### src/rtl/mem_arbiter_pkg.sv
// mem_arbiter_pkg: shared state encoding, requester IDs and counter widths.
// Latency: n/a (types and constants only).
// Backpressure: n/a.
package mem_arbiter_pkg;

  // Arbiter sequencing states
  typedef enum logic [1:0] {
    ST_IDLE  = 2'd0,
    ST_ISSUE = 2'd1,
    ST_WAIT  = 2'd2,
    ST_RESP  = 2'd3
  } state_t;

  // Requester IDs
  localparam logic REQ_IF = 1'b0;
  localparam logic REQ_DM = 1'b1;

  // Starvation counter width (STARVE_MAX up to 15)
  localparam int CNT_W  = 4;
  // Wait counter width (holds LAT-1 for LAT up to 4)
  localparam int WAIT_W = 2;

  // Value loaded into the wait counter when leaving ISSUE
  function automatic logic [WAIT_W-1:0] wait_load(input int lat);
    return WAIT_W'(lat - 1);
  endfunction

endpackage

### src/rtl/mem_arbiter_if.sv
// mem_arbiter_if: IF/DM request ports plus the single-port memory command/data bus.
// Latency: n/a (wiring only).
// Backpressure: req held high until matching done; no other flow control.
interface mem_arbiter_if #(parameter int XLEN = 32);

  logic            if_req;
  logic [XLEN-1:0] if_addr;
  logic            if_done;
  logic [XLEN-1:0] if_rdata;

  logic            dm_req;
  logic            dm_we;
  logic [XLEN-1:0] dm_addr;
  logic [XLEN-1:0] dm_wdata;
  logic            dm_done;
  logic [XLEN-1:0] dm_rdata;

  logic            mem_en;
  logic            mem_we;
  logic [XLEN-1:0] mem_addr;
  logic [XLEN-1:0] mem_wdata;
  logic [XLEN-1:0] mem_rdata;

  logic            busy;

  // Pipeline stages and memory model side
  modport master (
    output if_req, if_addr, dm_req, dm_we, dm_addr, dm_wdata, mem_rdata,
    input  if_done, if_rdata, dm_done, dm_rdata,
    input  mem_en, mem_we, mem_addr, mem_wdata, busy
  );

  // Arbiter side
  modport slave (
    input  if_req, if_addr, dm_req, dm_we, dm_addr, dm_wdata, mem_rdata,
    output if_done, if_rdata, dm_done, dm_rdata,
    output mem_en, mem_we, mem_addr, mem_wdata, busy
  );

endinterface

### src/rtl/mem_arb_pick.sv
// mem_arb_pick: grant decision (DM first) with saturating starvation counter protecting IF.
// Latency: winner is combinational from reqs/counter; counter updates on the grant edge.
// Backpressure: none; the caller only strobes grant when it can accept an access.
module mem_arb_pick
  import mem_arbiter_pkg::*;
#(
  parameter int STARVE_MAX = 4
) (
  input  logic             clk,
  input  logic             reset,
  input  logic             if_req,
  input  logic             dm_req,
  input  logic             grant,
  output logic             winner,
  output logic [CNT_W-1:0] starve_cnt
);

  localparam logic [CNT_W-1:0] CNT_MAX = CNT_W'(STARVE_MAX);

  logic contested;

  // Pick DM unless both ask and IF has already lost STARVE_MAX times in a row
  always_comb begin
    contested = if_req & dm_req;
    winner    = REQ_IF;
    if (contested) begin
      winner = (starve_cnt == CNT_MAX) ? REQ_IF : REQ_DM;
    end else if (dm_req) begin
      winner = REQ_DM;
    end
  end

  // Count consecutive contested DM wins; any other grant restarts the count
  always_ff @(posedge clk) begin
    if (!reset) begin
      starve_cnt <= '0;
    end else if (grant) begin
      if (contested && (winner == REQ_DM)) begin
        starve_cnt <= (starve_cnt == CNT_MAX) ? CNT_MAX : starve_cnt + CNT_W'(1);
      end else begin
        starve_cnt <= '0;
      end
    end
  end

endmodule

### src/rtl/mem_arbiter.sv
// mem_arbiter: shares one single-port fixed-latency memory between IF (read) and DM (read/write).
// Latency: req seen in IDLE at t -> mem_en at t+1 -> done at t+2+LAT; back-to-back spacing LAT+3.
// Backpressure: requesters hold req until their done pulse; the losing stage simply stalls.
module mem_arbiter
  import mem_arbiter_pkg::*;
#(
  parameter int XLEN       = 32,
  parameter int LAT        = 1,
  parameter int STARVE_MAX = 4
) (
  input logic          clk,
  input logic          reset,
  mem_arbiter_if.slave bus
);

  state_t            state, state_nxt;
  logic [WAIT_W-1:0] wait_cnt, wait_nxt;
  logic              win, win_nxt;
  logic              acc_we, acc_we_nxt;

  logic              mem_en_r, mem_en_nxt;
  logic              mem_we_r, mem_we_nxt;
  logic [XLEN-1:0]   mem_addr_r, mem_addr_nxt;
  logic [XLEN-1:0]   mem_wdata_r, mem_wdata_nxt;
  logic              if_done_r, if_done_nxt;
  logic [XLEN-1:0]   if_rdata_r, if_rdata_nxt;
  logic              dm_done_r, dm_done_nxt;
  logic [XLEN-1:0]   dm_rdata_r, dm_rdata_nxt;
  logic              busy_r, busy_nxt;

  logic              grant;
  logic              pick_winner;
  logic [XLEN-1:0]   resp_data;
  // Counter lives in the pick block; exposed here only as a debug probe point
  logic [CNT_W-1:0]  dbg_starve_cnt_unused;

  assign grant = (state == ST_IDLE) && (bus.if_req || bus.dm_req);

  mem_arb_pick #(
    .STARVE_MAX (STARVE_MAX)
  ) u_pick (
    .clk        (clk),
    .reset      (reset),
    .if_req     (bus.if_req),
    .dm_req     (bus.dm_req),
    .grant      (grant),
    .winner     (pick_winner),
    .starve_cnt (dbg_starve_cnt_unused)
  );

  // Next-state and next-output logic; every output is registered below
  always_comb begin
    state_nxt     = state;
    wait_nxt      = wait_cnt;
    win_nxt       = win;
    acc_we_nxt    = acc_we;
    mem_en_nxt    = 1'b0;
    mem_we_nxt    = 1'b0;
    mem_addr_nxt  = mem_addr_r;
    mem_wdata_nxt = mem_wdata_r;
    if_done_nxt   = 1'b0;
    if_rdata_nxt  = if_rdata_r;
    dm_done_nxt   = 1'b0;
    dm_rdata_nxt  = dm_rdata_r;
    resp_data     = '0;

    case (state)
      ST_IDLE: begin
        if (grant) begin
          state_nxt = ST_ISSUE;
          win_nxt   = pick_winner;
          if (pick_winner == REQ_DM) begin
            acc_we_nxt    = bus.dm_we;
            mem_addr_nxt  = bus.dm_addr;
            mem_wdata_nxt = bus.dm_wdata;
          end else begin
            acc_we_nxt    = 1'b0;
            mem_addr_nxt  = bus.if_addr;
            mem_wdata_nxt = '0;
          end
          mem_en_nxt = 1'b1;
          mem_we_nxt = acc_we_nxt;
        end
      end
      ST_ISSUE: begin
        state_nxt = ST_WAIT;
        wait_nxt  = wait_load(LAT);
      end
      ST_WAIT: begin
        if (wait_cnt == '0) begin
          state_nxt = ST_RESP;
          // Writes return zero rather than whatever the memory drives
          resp_data = acc_we ? '0 : bus.mem_rdata;
          if (win == REQ_DM) begin
            dm_done_nxt  = 1'b1;
            dm_rdata_nxt = resp_data;
          end else begin
            if_done_nxt  = 1'b1;
            if_rdata_nxt = resp_data;
          end
        end else begin
          wait_nxt = wait_cnt - WAIT_W'(1);
        end
      end
      ST_RESP: begin
        state_nxt = ST_IDLE;
      end
      default: begin
        state_nxt = ST_IDLE;
      end
    endcase

    busy_nxt = (state_nxt != ST_IDLE);
  end

  // State and output registers; reset abandons any access in flight
  always_ff @(posedge clk) begin
    if (!reset) begin
      state       <= ST_IDLE;
      wait_cnt    <= '0;
      win         <= REQ_IF;
      acc_we      <= 1'b0;
      mem_en_r    <= 1'b0;
      mem_we_r    <= 1'b0;
      mem_addr_r  <= '0;
      mem_wdata_r <= '0;
      if_done_r   <= 1'b0;
      if_rdata_r  <= '0;
      dm_done_r   <= 1'b0;
      dm_rdata_r  <= '0;
      busy_r      <= 1'b0;
    end else begin
      state       <= state_nxt;
      wait_cnt    <= wait_nxt;
      win         <= win_nxt;
      acc_we      <= acc_we_nxt;
      mem_en_r    <= mem_en_nxt;
      mem_we_r    <= mem_we_nxt;
      mem_addr_r  <= mem_addr_nxt;
      mem_wdata_r <= mem_wdata_nxt;
      if_done_r   <= if_done_nxt;
      if_rdata_r  <= if_rdata_nxt;
      dm_done_r   <= dm_done_nxt;
      dm_rdata_r  <= dm_rdata_nxt;
      busy_r      <= busy_nxt;
    end
  end

  assign bus.mem_en    = mem_en_r;
  assign bus.mem_we    = mem_we_r;
  assign bus.mem_addr  = mem_addr_r;
  assign bus.mem_wdata = mem_wdata_r;
  assign bus.if_done   = if_done_r;
  assign bus.if_rdata  = if_rdata_r;
  assign bus.dm_done   = dm_done_r;
  assign bus.dm_rdata  = dm_rdata_r;
  assign bus.busy      = busy_r;

endmodule

### src/flat_wrapper.sv
// flat-port wrapper written by rule: the top's interface ports become plain ports
module mem_arbiter_flat import mem_arbiter_pkg::*;
#(
  parameter int XLEN       = 32,
  parameter int LAT        = 1,
  parameter int STARVE_MAX = 4
)
  (clk, reset, bus_if_req, bus_if_addr, bus_dm_req, bus_dm_we, bus_dm_addr, bus_dm_wdata, bus_mem_rdata, bus_if_done, bus_if_rdata, bus_dm_done, bus_dm_rdata, bus_mem_en, bus_mem_we, bus_mem_addr, bus_mem_wdata, bus_busy);
  mem_arbiter_if #(.XLEN(XLEN)) bus_i ();
  input logic clk;
  input logic reset;
  input wire logic [$bits(bus_i.if_req)-1:0] bus_if_req;
  input wire logic [$bits(bus_i.if_addr)-1:0] bus_if_addr;
  input wire logic [$bits(bus_i.dm_req)-1:0] bus_dm_req;
  input wire logic [$bits(bus_i.dm_we)-1:0] bus_dm_we;
  input wire logic [$bits(bus_i.dm_addr)-1:0] bus_dm_addr;
  input wire logic [$bits(bus_i.dm_wdata)-1:0] bus_dm_wdata;
  input wire logic [$bits(bus_i.mem_rdata)-1:0] bus_mem_rdata;
  output wire logic [$bits(bus_i.if_done)-1:0] bus_if_done;
  output wire logic [$bits(bus_i.if_rdata)-1:0] bus_if_rdata;
  output wire logic [$bits(bus_i.dm_done)-1:0] bus_dm_done;
  output wire logic [$bits(bus_i.dm_rdata)-1:0] bus_dm_rdata;
  output wire logic [$bits(bus_i.mem_en)-1:0] bus_mem_en;
  output wire logic [$bits(bus_i.mem_we)-1:0] bus_mem_we;
  output wire logic [$bits(bus_i.mem_addr)-1:0] bus_mem_addr;
  output wire logic [$bits(bus_i.mem_wdata)-1:0] bus_mem_wdata;
  output wire logic [$bits(bus_i.busy)-1:0] bus_busy;
  assign bus_i.if_req = bus_if_req;
  assign bus_i.if_addr = bus_if_addr;
  assign bus_i.dm_req = bus_dm_req;
  assign bus_i.dm_we = bus_dm_we;
  assign bus_i.dm_addr = bus_dm_addr;
  assign bus_i.dm_wdata = bus_dm_wdata;
  assign bus_i.mem_rdata = bus_mem_rdata;
  assign bus_if_done = bus_i.if_done;
  assign bus_if_rdata = bus_i.if_rdata;
  assign bus_dm_done = bus_i.dm_done;
  assign bus_dm_rdata = bus_i.dm_rdata;
  assign bus_mem_en = bus_i.mem_en;
  assign bus_mem_we = bus_i.mem_we;
  assign bus_mem_addr = bus_i.mem_addr;
  assign bus_mem_wdata = bus_i.mem_wdata;
  assign bus_busy = bus_i.busy;
  mem_arbiter #(.XLEN(XLEN), .LAT(LAT), .STARVE_MAX(STARVE_MAX)) u_core (.clk(clk), .reset(reset), .bus(bus_i));
endmodule
### config.mk
export PLATFORM = sky130hd
export DESIGN_NAME = mem_arbiter_flat
export DESIGN_NICKNAME = d
export VERILOG_FILES = /design/src/rtl/mem_arbiter_pkg.sv /design/src/rtl/mem_arbiter_if.sv /design/src/rtl/mem_arb_pick.sv /design/src/rtl/mem_arbiter.sv /design/src/flat_wrapper.sv
export SDC_FILE = /design/constraint.sdc
export NUM_CORES = 1
export LEC_CHECK = 0
export BUFFER_PORTS_ARGS = -buffer_cell sky130_fd_sc_hd__buf_4
export CAP_MARGIN = 20
export CORE_UTILIZATION = 52
export CTS_BUF_LIST = sky130_fd_sc_hd__clkbuf_2 sky130_fd_sc_hd__clkbuf_4 sky130_fd_sc_hd__clkbuf_8
export DETAILED_ROUTE_END_ITERATION = 10
export GPL_TIMING_DRIVEN = 0
export PLACE_DENSITY_LB_ADDON = 0.1
export SYNTH_ARGS = -nofsm -noshare
export SYNTH_HDL_FRONTEND = slang
export SYNTH_HIERARCHICAL = 1
export SYNTH_SLANG_ARGS = --single-unit
### constraint.sdc
create_clock -name clk -period 2.9 [get_ports clk]
set_input_delay 0.58 -clock clk [delete_from_list [all_inputs] [get_ports clk]]
set_output_delay 0.58 -clock clk [all_outputs]
set_load 0.01 [all_outputs]
==> reports/qor.csv, run 1 <==
metric;value;unit
cp.depth;8;
irDropWorstVdd;0.0003091;V
grt_pass1_wl;26280;um
antenna_found_initial;0;
ys_ff_latch;143;
syn_nets;814;
clk-insertion-delay-late;0.43;ns
max_stage_delay;0.63;ns
switching_share;0.3017;
cp-endpoint;u_core/u_pick/starve_cnt[3];
rows;38;
dr.pass1.iters;5;
core;10980;um2
cts-root-buf;clkbuf_8;
io_pins;266;
post_drt_wl_per_cell;15.17;um
wl_met1;6410;um
max_freq;425.6;MHz
grt_max_degree;18;
die_y;109.1;um
clockPowerShare;0.305;
r2r-end;u_core/u_pick/starve_cnt[3];
power.switching;1675;uW
die_area;11900;um2
arrival;2.70;ns
clockBufferDepth;2;
layout_commonest_cell;buf_4;
fin_crit;2.350;ns
hpwl;13360;um
wirelength;16840;um
pwr_density_cell;649.4;nW/um2
area_growth;43.47;%
critPathLaunchType;register;
drv_cap;0;
hp-class;in -> reg;
async_flop_share;0;
nets;1098;
grt_pass1_vias;5551;
crit_fanout;17;
fin_cells;1110;
die_w;109.1;um
globalplace.congestion;0.8020;
avgSynthCellArea;8.831;um2
drive_above_1_share;0.3278;
r2r-start;u_core/state[0];
cts_resized;0;
io_buffer_count;265;
postCtsSetupBuffers;0;
setup_viol;0;
path_buf_inv;3;
layout_common_cells;buf_4, nand2_1, dfxtp_1;
highest_layer;met4;
grt_use_total;0.2876;
ys.flop_type;dfxtp_1;
start_util;0.5427;
path_cells;inv_1, ha_1, o21ai_4, inv_2, clkbuf_1, nand2b_1, or4_1, a31oi_1;
antenna_left;0;
hold_violations;0;
slew_viol_final;0;
yosysSeqAreaShare;0.4803;
cts_buffers;17;
diodes;0;
crit_start;u_core/state[0];
grt_setup_unrepaired;no;
timing.hold.ws;0.3974;ns
postPlaceCellArea;8125;um2
vias_per_cell;5.207;
crit_family;buffers and inverters;
wl_met3;1244;um
setup_tns;0;ns
combinationalPowerShare;0.274;
drtIter0Drc;254;
met2WireLength;8588;um
fin_area;8552;um2
intPower;3878;uW
synth_area;5961;um2
critPathKind;reg -> reg;
crit_slowest_cell;clkbuf_1;
skew;0.008644;ns
cts.sinks;143;
leakagePower;0.004058;uW
crit_path_end_kind;register;
cts_max_level;4;
dp.cells;1080;
status;finished, final reports clean;
period_share;0.8103;
cts_hold_repair.buffers;0;
vias;5780;
clk_pin_slew;0.07;ns
synth_edf_count;0;
cp.required;3.25;ns
reg2reg_depth;8;
slew_headroom;0.4686;
seqPwrFrac;0.421;
synth-warning-count;6;
worstMarginPinSlew;0.7971;ns
drcViolationCount;0;
r2r_slack;0.55;ns
overflow;0;
cts_tree;done;
postSynthCellCount;675;
ys_types;33;
==> flip-flops by register name, summed over array words and instances, names as in the netlist, 2 cells and up <==
register                  cells
u_core/bus.mem_addr          32
u_core/wait_cnt               2
u_core/state                  2
u_core/bus.dm_rdata          32
u_core/bus.if_rdata          32
u_core/u_pick/starve_cnt      4
u_core/bus.mem_wdata         32
==> worst min path at each step <==
| stage | startpoint | to | cells past startpoint |
|---|---|---|---|
| 2_1_floorplan | u_core/win | u_core/win | 2 |
| 3_3_place_gp | u_core/bus.dm_rdata[29] | u_core/bus.dm_rdata[29] | 2 |
| 3_5_place_dp | u_core/bus.dm_rdata[28] | u_core/bus.dm_rdata[28] | 2 |
| 4_1_cts | reset | u_core/u_pick/starve_cnt[0] | 2 |
| 5_1_grt | reset | u_core/u_pick/starve_cnt[0] | 2 |
| 6_report | reset | u_core/u_pick/starve_cnt[0] | 2 |
==> final cells by class <==
| class | count | area, um2 |
|---|---|---|
| Tap cell | 140 | 175.2 |
| Multi-Input combinational cell | 471 | 2831 |
| Inverter | 8 | 30.03 |
| Clock inverter | 11 | 165.2 |
| Sequential cell | 143 | 2863 |
| Clock buffer | 19 | 261.5 |
| Buffer | 53 | 236.5 |
| Fill cell | 773 | 2431 |
| Timing Repair Buffer | 265 | 1989 |
==> layer usage <==
layer  global-route usage  up-vias
li1                     -     2824
met2               0.5175      244
met1               0.3057     2672
met4               0.1593        0
met3              0.07053       40
met5                    0        -
==> power groups by stage <==
stage / sequential (uW) / clock, uW / combinational (uW)
after global placement: 2370 / 0 / 1480
after CTS: 2340 / 1720 / 1520
after global routing: 2370 / 1790 / 1660
after detailed placement: 2380 / 0 / 1520
final: 2340 / 1690 / 1520
after floorplan: 2480 / 0 / 686
==> Yosys cell counts (all sizes together) (5+ instances only) <==
master  instances  area (um2)
mux2i          32       320.3
nand2         197       739.5
ha              6       75.07
nor2b          32       200.2
nand2b          5       31.28
nand3          35       175.2
buf            21       116.4
inv             8       30.03
a21boi         99       743.2
dfxtp         143        2863
and2            6       37.54
clkbuf         32       120.1
o211a          32       320.3
==> kinds of logic after synthesis <==
logic type / Yosys count / share of synthesized area
DFF: 143 / 0.4803
AOI/OAI and AO/OA: 144 / 0.1954
buffers and inverters: 61 / 0.04471
adders and majority gates: 6 / 0.01259
and+or+nand+nor: 289 / 0.2133
muxes: 32 / 0.05374
==> through the flow <==
step	setup WS (ns)	power (uW)	util
after floorplan	1.020	3162	-
after global placement	0.5520	3850	0.7398
after detailed placement	0.5178	3900	0.7398
after CTS	0.5557	5584	0.7787
after global routing	0.3837	5817	0.7787
final	0.5501	5553	0.7787
Note: power is estimated with default switching activity, not from simulation.
==> run 2, diff against run 1 <==
ABC_AREA = 1   (was unset)
CORE_UTILIZATION = 45   (was 52)
clock period = 2.1 ns   (was 2.9 ns; I/O delays follow)
==> run 2 against run 1 <==
Effect of this change:
- combinational power is 140% higher
- hold slack got worse by 0.18 ns
- power rose by 75%
- first-iteration DRC count rose by 47%
- non-clock buffer count up 4
- register-to-register slack worse by 0.35 ns
- sequential share of layout area is 1.4 points lower
- flip-flop and latch count stayed put
- die area rose by 21%
- clock-buffer cell count up 4
- setup slack got worse by 0.35 ns
- critical path type unchanged
==> reports/qor.csv, run 2 <==
metric;value;unit;change
status;finished, final reports clean;;unchanged
cts_max_level;4;;unchanged
ys_types;22;;was 33
setup_viol;0;;unchanged
ys.flop_type;dfxtp_1;;unchanged
skew;0.01002;ns;was 0.008644 ns
cts-root-buf;clkbuf_8;;unchanged
cts_buffers;17;;unchanged
crit_fanout;10;;was 17
pwr_density_cell;1091;nW/um2;was 649.4 nW/um2
cts.sinks;143;;unchanged
synthTopCellsByCount;nand2_1, nor2_1, dfxtp_1;;was nand2_1, dfxtp_1, a21boi_0
yosys.area.top_type;dfxtp_1;;unchanged
clk-insertion-delay-late;0.44;ns;was 0.43 ns
overflow;0;;unchanged
layout_common_cells;nand2_1, buf_4, nor2_1;;was buf_4, nand2_1, dfxtp_1
slew_headroom;0.6367;;was 0.4686
synth_edf_count;0;;unchanged
crit_family;buffers and inverters;;unchanged
worstMarginPinSlew;0.5450;ns;was 0.7971 ns
vias;6510;;was 5780
drtIter0Drc;374;;was 254
arrival;2.27;ns;was 2.70 ns
clockBufferDepth;2;;unchanged
place_ws;-0.02820;ns;was 0.5178 ns
wl_met1;7642;um;was 6410 um
highest_layer;met4;;unchanged
layout_commonest_cell;nand2_1;;was buf_4
path_buf_inv;4;;was 3
globalplace.congestion;0.8107;;was 0.8020
synth_area;6264;um2;was 5961 um2
die_y;120.0;um;was 109.1 um
grt_setup_unrepaired;no;;unchanged
critPathKind;reg -> reg;;unchanged
async_flop_share;0;;unchanged
hold_violations;0;;unchanged
die_w;120.0;um;was 109.1 um
start_util;0.4674;;was 0.5427
synth.most_common_cell;nand2_1;;unchanged
multi_input_area;2685;um2;was 2831 um2
postCtsSetupBuffers;0;;unchanged
area_growth;42.55;%;was 43.47%
cp_common_cell;inv_1;;
path_cells;inv_1, ha_1, nand2_2, nor2_4, a21boi_2, buf_4, buf_2, nand2_1, inv_1, nand3_1, a21oi_1;;was inv_1, ha_1, o21ai_4, inv_2, clkbuf_1, nand2b_1, or4_1, a31oi_1
diodes;0;;unchanged
rows;42;;was 38
fillers;1287;;was 773
postPlaceCellArea;8473;um2;was 8125 um2
io_buffer_count;265;;unchanged
cts_tree;done;;unchanged
clk_pin_slew;0.08;ns;was 0.07 ns
ys_ff_latch;143;;unchanged
yosysSeqAreaShare;0.4571;;was 0.4803
wl_met3;1575;um;was 1244 um
crit_start;u_core/u_pick/starve_cnt[0];;was u_core/state[0]
dr.pass1.iters;4;;was 5
max_freq;525.8;MHz;was 425.6 MHz
drcViolationCount;0;;unchanged
irDropWorstVdd;0.0006860;V;was 0.0003091 V
hold_start;bus_dm_wdata[28];;was reset
syn_nets;1087;;was 814
grt_pass1_vias;5950;;was 5551
max_stage_delay;0.38;ns;was 0.63 ns
grt_pass1_wl;28800;um;was 26280 um
core;13400;um2;was 10980 um2
fin_area;8929;um2;was 8552 um2
met2WireLength;8552;um;was 8588 um
hp-class;in -> reg;;unchanged
io_pins;266;;unchanged
crit_path_end_kind;register;;unchanged
drive_above_1_share;0.2755;;was 0.3278
synth-warning-count;6;;unchanged
yosysTopAreaCellShare;0.4571;;was 0.4803
drv_cap;0;;unchanged
nets;1371;;was 1098
antenna_left;0;;unchanged
synthTopCellsByArea;dfxtp_1, nand2_1, nor2_1;;was dfxtp_1, nand2_1, a21boi_0
grt_use_total;0.2534;;was 0.2876
crit_slowest_cell;dfxtp_1;;was clkbuf_1
seqCellArea;2863;um2;unchanged
fin_crit;1.902;ns;was 2.350 ns
worst_slack;0.1980;ns;was 0.5501 ns
post_drt_wl_per_cell;12.75;um;was 15.17 um
critPathLaunchType;register;;unchanged
cp.required;2.47;ns;was 3.25 ns
r2r-start;u_core/u_pick/starve_cnt[0];;was u_core/state[0]
slew_viol_final;0;;unchanged
period_share;0.9057;;was 0.8103
leakagePower;0.004649;uW;was 0.004058 uW
hpwl;13590;um;was 13360 um
antenna_found_initial;0;;unchanged
grt_max_degree;17;;was 18
wirelength;18110;um;was 16840 um
die_area;14400;um2;was 11900 um2
postSynthCellCount;948;;was 675
avgSynthCellArea;6.607;um2;was 8.831 um2
vias_per_cell;4.581;;was 5.207
-- run 2: cell types whose count changed after synthesis, sizes merged, moves of 18 or more --
cell / previous run / this run
nor2: 4 / 164
nand2: 197 / 310
inv: 8 / 112
a21boi: 99 / 1
a21oi: 1 / 69
mux2i: 32 / 0
nor2b: 32 / 0
o211a: 32 / 0
o21ai: 3 / 35
buf: 21 / 39
-- run 2: per-layer routing --
| layer | up-vias | global-route usage |
|---|---|---|
| li1 | 3443 | - |
| met5 | - | 0 |
| met1 | 2848 | 0.2965 |
| met3 | 22 | 0.08080 |
| met2 | 197 | 0.4292 |
| met4 | 0 | 0.09609 |
-- run 2: path summary, 6_finish.rpt --
check	to	cells past startpoint	slack (ns)
setup reg to reg	u_core/bus.mem_wdata[27]	11	0.20
hold / removal	u_core/bus.mem_wdata[28]	3	0.21
setup / recovery	u_core/bus.mem_wdata[27]	11	0.20
hold reg to reg	u_core/bus.mem_wdata[26]	2	0.46
-- run 2: repair_timing --
item,CTS,global route
resized for setup,1,5
pin swaps,0,0
hold buffers,0,0
endpoints found under the setup margin,10,32
-- run 2: kinds of logic (layout without fill, tap and decap cells) --
kind of cell,after synthesis,in the layout,share of synthesized area
AOI/OAI and AO/OA,105,105,0.08430
adders and majority gates,6,6,0.01199
buffers and inverters,170,467,0.1149
DFF,143,143,0.4571
and+or+nand+nor,524,524,0.3318
-- run 2: through the flow --
stage | TNS (ns) | hold WS [ns] | power [uW] | util | cells
floorplan | 0 | 0.4402 | 5741 | - | 948
global placement | 0 | 0.4497 | 7312 | 0.6323 | 1389
detailed placement | -0.05507 | 0.4535 | 7371 | 0.6323 | 1389
CTS | 0 | 0.1890 | 9821 | 0.6658 | 1421
global route | 0 | 0.1941 | 10420 | 0.6663 | 1421
finish | 0 | 0.2144 | 9741 | 0.6663 | 1421
-- run 2: power breakdown --
| group | switching [uW] | internal, uW |
|---|---|---|
| clock | 1030 | 1410 |
| combinational | 2130 | 1560 |
| sequential | 296 | 3310 |
-- run 2: worst reg2reg max path: stages (launching register included) --
cell      delay [ns]
dfxtp_1         0.38
inv_1           0.08
ha_1            0.23
nand2_2         0.09
nor2_4          0.05
a21boi_2        0.19
buf_4           0.21
buf_2           0.26
nand2_1         0.08
inv_1           0.06
nand3_1         0.08
a21oi_1         0.15
-- run 2: area by class of cell --
class,instances,share of cell area
sequential,143,0.3206
multi-input combinational,635,0.3007
timing repair buffer,265,0.2228
inverter,113,0.04751
buffer,57,0.03335
clock buffer,23,0.03265
tap,176,0.02466
clock inverter,9,0.01766
